===== src/rtl/ret_addr_stack_if.sv =====
// Fetch <-> return address stack bundle: speculative push/pop, retirement
// commits, flush, and the top-of-stack prediction outputs.
interface ret_addr_stack_if #(
   parameter int ADDR_W = 32,
   parameter int PTR_W  = 4
);
   logic              push;
   logic [ADDR_W-1:0] push_addr;
   logic              pop;
   logic              commit_push;
   logic              commit_pop;
   logic              flush;
   logic              top_valid;
   logic [ADDR_W-1:0] top_addr;
   logic [PTR_W:0]    count;
   logic              full;
   logic              empty;

   modport master (
      output push, push_addr, pop, commit_push, commit_pop, flush,
      input  top_valid, top_addr, count, full, empty
   );

   modport slave (
      input  push, push_addr, pop, commit_push, commit_pop, flush,
      output top_valid, top_addr, count, full, empty
   );
endinterface


===== src/rtl/ret_addr_stack.sv =====
// Speculative return address stack with optional committed-pointer repair on flush.
// Macro RAS_CHECKPOINT_EN: defined -> flush restores retired pointer/count; undefined -> flush empties.
module ret_addr_stack #(
   parameter int DEPTH  = 16,
   parameter int PTR_W  = 4,
   parameter int ADDR_W = 32
) (
   input  logic           clk,
   input  logic           reset_n,
   ret_addr_stack_if.slave ras
);
   localparam logic [PTR_W:0]   CNT_MAX = (PTR_W+1)'(DEPTH);
   localparam logic [PTR_W:0]   C_ONE   = (PTR_W+1)'(1);
   localparam logic [PTR_W-1:0] P_ONE   = PTR_W'(1);

   logic [ADDR_W-1:0] entries [DEPTH];
   logic [PTR_W-1:0]  sp, sp_nxt, sp_dec;
   logic [PTR_W:0]    sc, sc_nxt;
   logic              wr_en;
   logic [PTR_W-1:0]  wr_idx;
   logic [PTR_W-1:0]  rp_ptr;
   logic [PTR_W:0]    rp_cnt;

   assign sp_dec = sp - P_ONE;

`ifdef RAS_CHECKPOINT_EN
   logic [PTR_W-1:0] cp, cp_nxt;
   logic [PTR_W:0]   cc, cc_nxt;

   // Retired calls/returns follow the same pointer rules, without touching entries.
   always_comb begin
      cp_nxt = cp;
      cc_nxt = cc;
      if (ras.commit_push && (!ras.commit_pop || cc == '0)) begin
         cp_nxt = cp + P_ONE;
         cc_nxt = (cc == CNT_MAX) ? cc : cc + C_ONE;
      end else if (ras.commit_pop && !ras.commit_push && cc != '0) begin
         cp_nxt = cp - P_ONE;
         cc_nxt = cc - C_ONE;
      end
   end

   always_ff @(posedge clk or negedge reset_n) begin
      if (!reset_n) begin
         cp <= '0;
         cc <= '0;
      end else begin
         cp <= cp_nxt;
         cc <= cc_nxt;
      end
   end

   // Flush sees this cycle's commit already applied.
   assign rp_ptr = cp_nxt;
   assign rp_cnt = cc_nxt;
`else
   logic unused_commit;
   assign unused_commit = ras.commit_push ^ ras.commit_pop;
   assign rp_ptr        = '0;
   assign rp_cnt        = '0;
`endif

   always_comb begin
      sp_nxt = sp;
      sc_nxt = sc;
      wr_en  = 1'b0;
      wr_idx = sp;
      if (ras.flush) begin
         sp_nxt = rp_ptr;
         sc_nxt = rp_cnt;
      end else if (ras.push && ras.pop && sc != '0) begin
         wr_en  = 1'b1;
         wr_idx = sp_dec;
      end else if (ras.push) begin
         // Push when full overwrites the oldest slot as sp wraps.
         wr_en  = 1'b1;
         sp_nxt = sp + P_ONE;
         sc_nxt = (sc == CNT_MAX) ? sc : sc + C_ONE;
      end else if (ras.pop && sc != '0) begin
         sp_nxt = sp_dec;
         sc_nxt = sc - C_ONE;
      end
   end

   always_ff @(posedge clk or negedge reset_n) begin
      if (!reset_n) begin
         sp <= '0;
         sc <= '0;
         for (int i = 0; i < DEPTH; i++) entries[i] <= '0;
      end else begin
         sp <= sp_nxt;
         sc <= sc_nxt;
         if (wr_en) entries[wr_idx] <= ras.push_addr;
      end
   end

   assign ras.top_valid = (sc != '0);
   assign ras.top_addr  = entries[sp_dec];
   assign ras.count     = sc;
   assign ras.full      = (sc == CNT_MAX);
   assign ras.empty     = (sc == '0);
endmodule


===== src/flat_wrapper.sv =====
// flat-port wrapper written by rule: the top's interface ports become plain ports
module ret_addr_stack_flat 
#(
   parameter int DEPTH  = 16,
   parameter int PTR_W  = 4,
   parameter int ADDR_W = 32
)
  (clk, reset_n, ras_push, ras_push_addr, ras_pop, ras_commit_push, ras_commit_pop, ras_flush, ras_top_valid, ras_top_addr, ras_count, ras_full, ras_empty);
  ret_addr_stack_if #(.ADDR_W(ADDR_W), .PTR_W(PTR_W)) ras_i ();
  input  logic clk;
  input  logic reset_n;
  input wire logic [$bits(ras_i.push)-1:0] ras_push;
  input wire logic [$bits(ras_i.push_addr)-1:0] ras_push_addr;
  input wire logic [$bits(ras_i.pop)-1:0] ras_pop;
  input wire logic [$bits(ras_i.commit_push)-1:0] ras_commit_push;
  input wire logic [$bits(ras_i.commit_pop)-1:0] ras_commit_pop;
  input wire logic [$bits(ras_i.flush)-1:0] ras_flush;
  output wire logic [$bits(ras_i.top_valid)-1:0] ras_top_valid;
  output wire logic [$bits(ras_i.top_addr)-1:0] ras_top_addr;
  output wire logic [$bits(ras_i.count)-1:0] ras_count;
  output wire logic [$bits(ras_i.full)-1:0] ras_full;
  output wire logic [$bits(ras_i.empty)-1:0] ras_empty;
  assign ras_i.push = ras_push;
  assign ras_i.push_addr = ras_push_addr;
  assign ras_i.pop = ras_pop;
  assign ras_i.commit_push = ras_commit_push;
  assign ras_i.commit_pop = ras_commit_pop;
  assign ras_i.flush = ras_flush;
  assign ras_top_valid = ras_i.top_valid;
  assign ras_top_addr = ras_i.top_addr;
  assign ras_count = ras_i.count;
  assign ras_full = ras_i.full;
  assign ras_empty = ras_i.empty;
  ret_addr_stack #(.DEPTH(DEPTH), .PTR_W(PTR_W), .ADDR_W(ADDR_W)) u_core (.clk(clk), .reset_n(reset_n), .ras(ras_i));
endmodule

===== config.mk =====
export PLATFORM = sky130hd
export DESIGN_NAME = ret_addr_stack_flat
export DESIGN_NICKNAME = d
export VERILOG_FILES = /design/src/rtl/ret_addr_stack_if.sv /design/src/rtl/ret_addr_stack.sv /design/src/flat_wrapper.sv
export SDC_FILE = /design/constraint.sdc
export NUM_CORES = 1
export LEC_CHECK = 0
export ABC_AREA = 1
export CAP_MARGIN = 10
export CORE_MARGIN = 4
export CORE_UTILIZATION = 35
export DETAILED_ROUTE_END_ITERATION = 12
export PLACE_DENSITY = 0.47
export SYNTH_ARGS = -nofsm -noshare
export SYNTH_HDL_FRONTEND = slang
export SYNTH_SLANG_ARGS = --single-unit

===== constraint.sdc =====
create_clock -name clk -period 6.5 [get_ports clk]
set_input_delay 1.3 -clock clk [delete_from_list [all_inputs] [get_ports clk]]
set_output_delay 1.3 -clock clk [all_outputs]
set_load 0.01 [all_outputs]

Word-level counts from Yosys, hierarchy flattened

Cells that the tools add are included.

Logic and storage cells: 59
Input port bits: 39
Register bits: 521

Add/sub/neg operators: 4
Reductions and logical operators: 9
Magnitude comparators: 3
Mux-type cells: 20
Eq/ne operators: 3
Bitwise gates (word level): 2

Operator list:

| cell                                                        | count |
|---|---|
| bitwise mux 512 bit                                         | 1 |
| binary-select mux 32 bit (select 4 bit)                     | 1 |
| demux 32 bit (select 4 bit)                                 | 1 |
| 2-to-1 mux 32 bit                                           | 3 |
| 2-to-1 mux 5 bit                                            | 5 |
| 2-to-1 mux 4 bit                                            | 6 |
| >= comparator 5 bit (second input constant)                 | 2 |
| inverter 4 -> 5 bit                                         | 2 |
| adder 5 x 1 -> 5 bit (second input constant)                | 1 |
| == test 5 bit (second input constant)                       | 1 |
| logical NOT 5 bit                                           | 1 |
| less-than comparator 5 x 1 -> 1 bit (second input constant) | 1 |
| nonzero test 5 bit                                          | 1 |
| subtractor 5 x 1 -> 5 bit (second input constant)           | 1 |
| adder 4 x 1 -> 4 bit (second input constant)                | 1 |
| logical AND 1 bit                                           | 4 |
| subtractor 4 x 1 -> 4 bit (second input constant)           | 1 |
| 2-to-1 mux 1 bit                                            | 3 |
| inequality test 3 bit (second input constant)               | 1 |
| AND reduction 3 bit                                         | 1 |
| nonzero test 3 bit                                          | 1 |
| inequality test 2 bit (second input constant)               | 1 |
| AND reduction 2 bit                                         | 1 |

Logic depth before layout (Yosys ltp)

Depth after elaboration: 10
Mapped depth: 16

Worst setup path before layout

Ideal clock, no wire load.

Kind: register to output
Start point: register u_core.sp[0]
End point: output port ras_top_addr[30]
Slack: 2.600 ns
Buffers on the path: 6
Required time: 5.200 ns
Arrival time: 2.600 ns
Stages on the path, launching flop included: 14
Cell sequence: dfrtp_1 -> buf_2 -> inv_2 -> buf_4 -> clkbuf_1 -> clkbuf_1 -> ha_1 -> inv_1 -> clkbuf_1 -> clkbuf_1 -> o21ai_0 -> o221ai_1 -> o211ai_1 -> nand2_1

Cells in the longest elaborated chain, start to end: 5

RTL lines:

| what                                                 | RTL line             | RTL |
|---|---|---|
| start: declaration                                   | ret_addr_stack.sv:17 | `logic [PTR_W-1:0] sp, sp_nxt, sp_dec;` |
| start signal: assignment                             | ret_addr_stack.sv:91 | `sp <= sp_nxt;` |
| subtractor 4 x 1 -> 4 bit                            | ret_addr_stack.sv:24 | `assign sp_dec = sp - P_ONE;` |
| inverter 4 -> 5 bit (not written as such)            | ret_addr_stack.sv:98 | `assign ras.top_addr = entries[sp_dec];` |
| binary-select mux 32 bit (select 4 bit)              | ret_addr_stack.sv:98 |  |
| 2-to-1 mux 32 bit (not written as such) (2 in a row) | ret_addr_stack.sv:98 |  |
| end: declaration                                     | flat_wrapper.sv:19   | `output wire logic [$bits(ras_i.top_addr)-1:0] ras_top_addr;` |

No other way between the ends. The select of a mux whose other input is x is not followed.

Worst setup path in the final report

Start point: register u_core.sp[0]
End point: output port ras_top_addr[22]

The elaborated chain is that of the path after synthesis.

==> metrics.txt <==
# TYPE chip_impl_metric gauge
chip_impl_info{name="timing.critical_path.to_type",value="output port"} 1
chip_impl_metric{name="final.period_utilization",unit="%"} 87.8
chip_impl_info{name="synth_ff_type",value="dfrtp_1"} 1
chip_impl_metric{name="post_synthesis_cell_count",unit=""} 3252
chip_impl_metric{name="clock_insertion_delay_worst_skew",unit="ns"} 0.63
chip_impl_metric{name="final_cell_count_no_fill",unit=""} 4109
chip_impl_metric{name="cts_max_level",unit=""} 2
chip_impl_metric{name="hold_viol",unit=""} 0
chip_impl_metric{name="drcViolationCount",unit=""} 0
chip_impl_metric{name="slew_viol_final",unit=""} 0
chip_impl_metric{name="globalRouteOverflowTotal",unit=""} 0
chip_impl_metric{name="post_route_cells_drive_above_1_share",unit="%"} 5.99
chip_impl_metric{name="grt_antenna_before_repair",unit=""} 10
chip_impl_info{name="synth_area_leaders",value="dfrtp_1 51%, nand2_1 16%, nand3_1 11%"} 1
chip_impl_metric{name="setup_slack_of_the_critical_path_after_layout",unit="ns"} 0.793
chip_impl_metric{name="synth_enable_flop_cells",unit=""} 0
chip_impl_metric{name="top_level_ports",unit=""} 79
chip_impl_metric{name="drt-total-wl",unit="um"} 95400
chip_impl_metric{name="place_inst",unit=""} 3997
chip_impl_metric{name="die_height",unit="um"} 278
chip_impl_metric{name="setup_total_negative_slack",unit="ns"} 0
chip_impl_info{name="holdCritPathClass",value="reg2reg"} 1
chip_impl_metric{name="ys_types",unit=""} 26
chip_impl_metric{name="syn_area_per_cell",unit="um^2"} 7.85
chip_impl_metric{name="via_count_of_the_first_global_routing_pass",unit=""} 22355
chip_impl_info{name="critical_path_class",value="reg2out"} 1
chip_impl_metric{name="cts_num_sinks",unit=""} 521
chip_impl_metric{name="final_nets",unit=""} 3154
chip_impl_metric{name="num_rows",unit=""} 98
chip_impl_metric{name="route.antenna.remaining_nets",unit=""} 0
chip_impl_metric{name="maximum_net_fanout_on_the_critical_path",unit=""} 72
chip_impl_metric{name="global_route.usage.total",unit="%"} 24.2
chip_impl_metric{name="timing.fmax",unit="MHz"} 175
chip_impl_metric{name="cts_made_buffers",unit=""} 60
chip_impl_metric{name="syn-cell-area",unit="mm^2"} 0.0255
chip_impl_metric{name="cellPowerDensity",unit="mW/mm^2"} 554
chip_impl_metric{name="finalSetupViolCount",unit=""} 0
chip_impl_metric{name="drt_iter0_markers",unit=""} 2219
chip_impl_info{name="tritoncts_clock_tree",value="done"} 1
chip_impl_metric{name="n_fill_cell",unit=""} 7384
chip_impl_metric{name="async_flop_share",unit="%"} 100
chip_impl_metric{name="static-leakage-power",unit="nW"} 14.1
chip_impl_metric{name="synthToLayoutAreaGrowth",unit="%"} 12.1
chip_impl_metric{name="num_vias",unit=""} 23050
chip_impl_info{name="clk_root_buf",value="clkbuf_16"} 1
chip_impl_metric{name="clock_tree.buffer_depth",unit=""} 3
chip_impl_metric{name="synth-warning-count",unit=""} 0
chip_impl_metric{name="cp_data_required_time",unit="ns"} 5.20
chip_impl_metric{name="multi_input_comb_area",unit="mm^2"} 0.0109
chip_impl_metric{name="worst_slew_pin_slew",unit="ns"} 1.37
chip_impl_metric{name="tightest_slew_margin_relative_to_the_limit",unit="%"} 8.61
chip_impl_info{name="grt_setup_unrepaired",value="false"} 1
chip_impl_metric{name="viasPerCell",unit=""} 5.61
chip_impl_metric{name="post_layout_min_period",unit="ns"} 5.71
chip_impl_info{name="yosys-top-cells-count",value="1108 x nand2_1, 547 x nand3_1, 521 x dfrtp_1"} 1
chip_impl_metric{name="dp_hpwl",unit="um"} 47800
chip_impl_metric{name="clk_transition_reported_paths",unit="ns"} 0.06
chip_impl_metric{name="preCtsSetupSlack",unit="ns"} 1.49
chip_impl_metric{name="count_of_input_and_output_buffers",unit=""} 76
chip_impl_metric{name="synth.top_cell.area_share",unit="%"} 51.1
chip_impl_metric{name="synth_nets",unit=""} 3297
chip_impl_metric{name="global_route_wire_length_before_repair",unit="um"} 145000
chip_impl_metric{name="synth_sequential_area_ratio",unit="%"} 51.1
chip_impl_metric{name="design.core.area",unit="mm^2"} 0.0719
chip_impl_info{name="yosys.cell_count.top_type",value="nand2_1"} 1
chip_impl_metric{name="floorplan.initialDensity",unit="%"} 35.5
chip_impl_metric{name="drt-pass1-iter-count",unit=""} 5
chip_impl_metric{name="cts_repair_resize_count",unit=""} 0
chip_impl_info{name="outcome",value="complete, no violations"} 1
chip_impl_metric{name="worst_clock_skew",unit="ns"} 0.0206
chip_impl_metric{name="number_of_max_cap_violations",unit=""} 0
chip_impl_info{name="synthDominantAreaCellType",value="dfrtp_1"} 1
chip_impl_metric{name="peakVddDrop",unit="uV"} 350
chip_impl_metric{name="holdBufCountCts",unit=""} 0
chip_impl_info{name="startpoint_type",value="flip-flop"} 1
chip_impl_metric{name="die-width",unit="um"} 278
chip_impl_metric{name="wire_per_inst",unit="um"} 23.2
chip_impl_metric{name="sequential_cell_area",unit="mm^2"} 0.0130
chip_impl_metric{name="post_cts.repair.setup_buffers",unit=""} 0
chip_impl_metric{name="grt_max_degree",unit=""} 191
chip_impl_metric{name="crit_arrival",unit="ns"} 4.41
chip_impl_metric{name="floorplan.die_area",unit="mm^2"} 0.0773
chip_impl_metric{name="synth_register_bits",unit=""} 521
chip_impl_metric{name="finalWeightedCongestion",unit=""} 0.787
==> kinds of logic (layout without fill, tap and decap cells) <==
group,Yosys count,count (layout),synth area share (%)
buffers and inverters,347,248,6.29
adder cells (fa/ha/maj),6,6,0.324
XOR/XNOR,6,6,0.206
AND/OR/NAND/NOR,1937,1937,31.6
other,0,6,0
AO/OA/AOI/OAI,435,435,10.5
flip-flops,521,521,51.1
==> power by group <==
part | switching [W] | total [W] | leakage [nW] | internal [W]
clock | 0.00140 | 0.00354 | 1.02 | 0.00214
sequential | 0.000757 | 0.00535 | 6.72 | 0.00459
combinational | 0.00464 | 0.00696 | 6.35 | 0.00232
==> layout by cell type (no fill, tap or decap), types with 6 or more instances in the layout <==
master           count
nand2_1           1088
nand3_1            547
dfrtp_1            520
o21ai_0            264
nor2_1             261
o221ai_1            94
clkdlybuf4s50_1     75
clkbuf_16           62
buf_4               38
o22ai_1             36
o211ai_1            35
nand2_2             20
clkbuf_8            15
buf_12              13
clkbuf_1            12
clkinv_2            10
inv_1                9
nand4_1              8
nor2_4               8
diode_2              6
bufinv_16            6
==> worst max-delay path, stage by stage (launching register included) <==
cell and delay [ns]:
dfrtp_4 0.99, inv_8 0.25, ha_4 0.35, inv_4 0.39, buf_12 0.33, o21ai_0 0.15
o221ai_1 0.21, o211ai_1 0.14, nand2_1 0.23, clkdlybuf4s50_1 0.58
==> per-layer routing <==
metal	vias up	global-route usage (%)	part of all wire (%)
li1	10493	-	-
met1	11536	33.1	43
met2	851	40.4	48
met3	168	3.03	6.4
met4	2	7.04	2.9
met5	-	0	0.0010
==> sequential cells by signal, summed over array words and instances (netlist names) <==
register and count:
u_core.sp 4, u_core.ras.count 5, u_core.entries 512
==> worst paths after layout <==
kind                                     from             endpoint  slack [ns]  depth (start not counted)
max reg2reg                      u_core.sp[0]  u_core.entries[350]        1.71                         11
min in group asynchronous             reset_n  u_core.entries[393]        0.63                          1
max                              u_core.sp[0]     ras_top_addr[22]        0.79                          9
min reg2reg                u_core.entries[77]   u_core.entries[77]        0.46                          2
min                        u_core.entries[77]   u_core.entries[77]        0.46                          2
max in group asynchronous             reset_n  u_core.entries[144]        4.39                          2
==> stage by stage <==
step / area [um^2] / hold WS, ns / power, W / util (%)
finish: 28600 / 0.464 / 0.0158 / 39.8
global route: 28600 / 0.477 / 0.0169 / 39.8
CTS: 28600 / 0.467 / 0.0159 / 39.8
detailed placement: 26500 / 0.453 / 0.0124 / 36.9
global placement: 26500 / 0.448 / 0.0122 / 36.9
floorplan: 25500 / 0.437 / 0.00945 / -
==> cell type report <==
type / count / area share [%]
clock buffers: 89 / 6.30
repair buffers: 127 / 4.58
diodes: 6 / 0.0525
clock inverters: 17 / 0.862
flip-flops and latches: 521 / 45.6
inverters: 15 / 0.232
well taps: 950 / 4.15
multi-input cells: 2384 / 38.2
No activity file was read; power rests on OpenSTA's default activity.
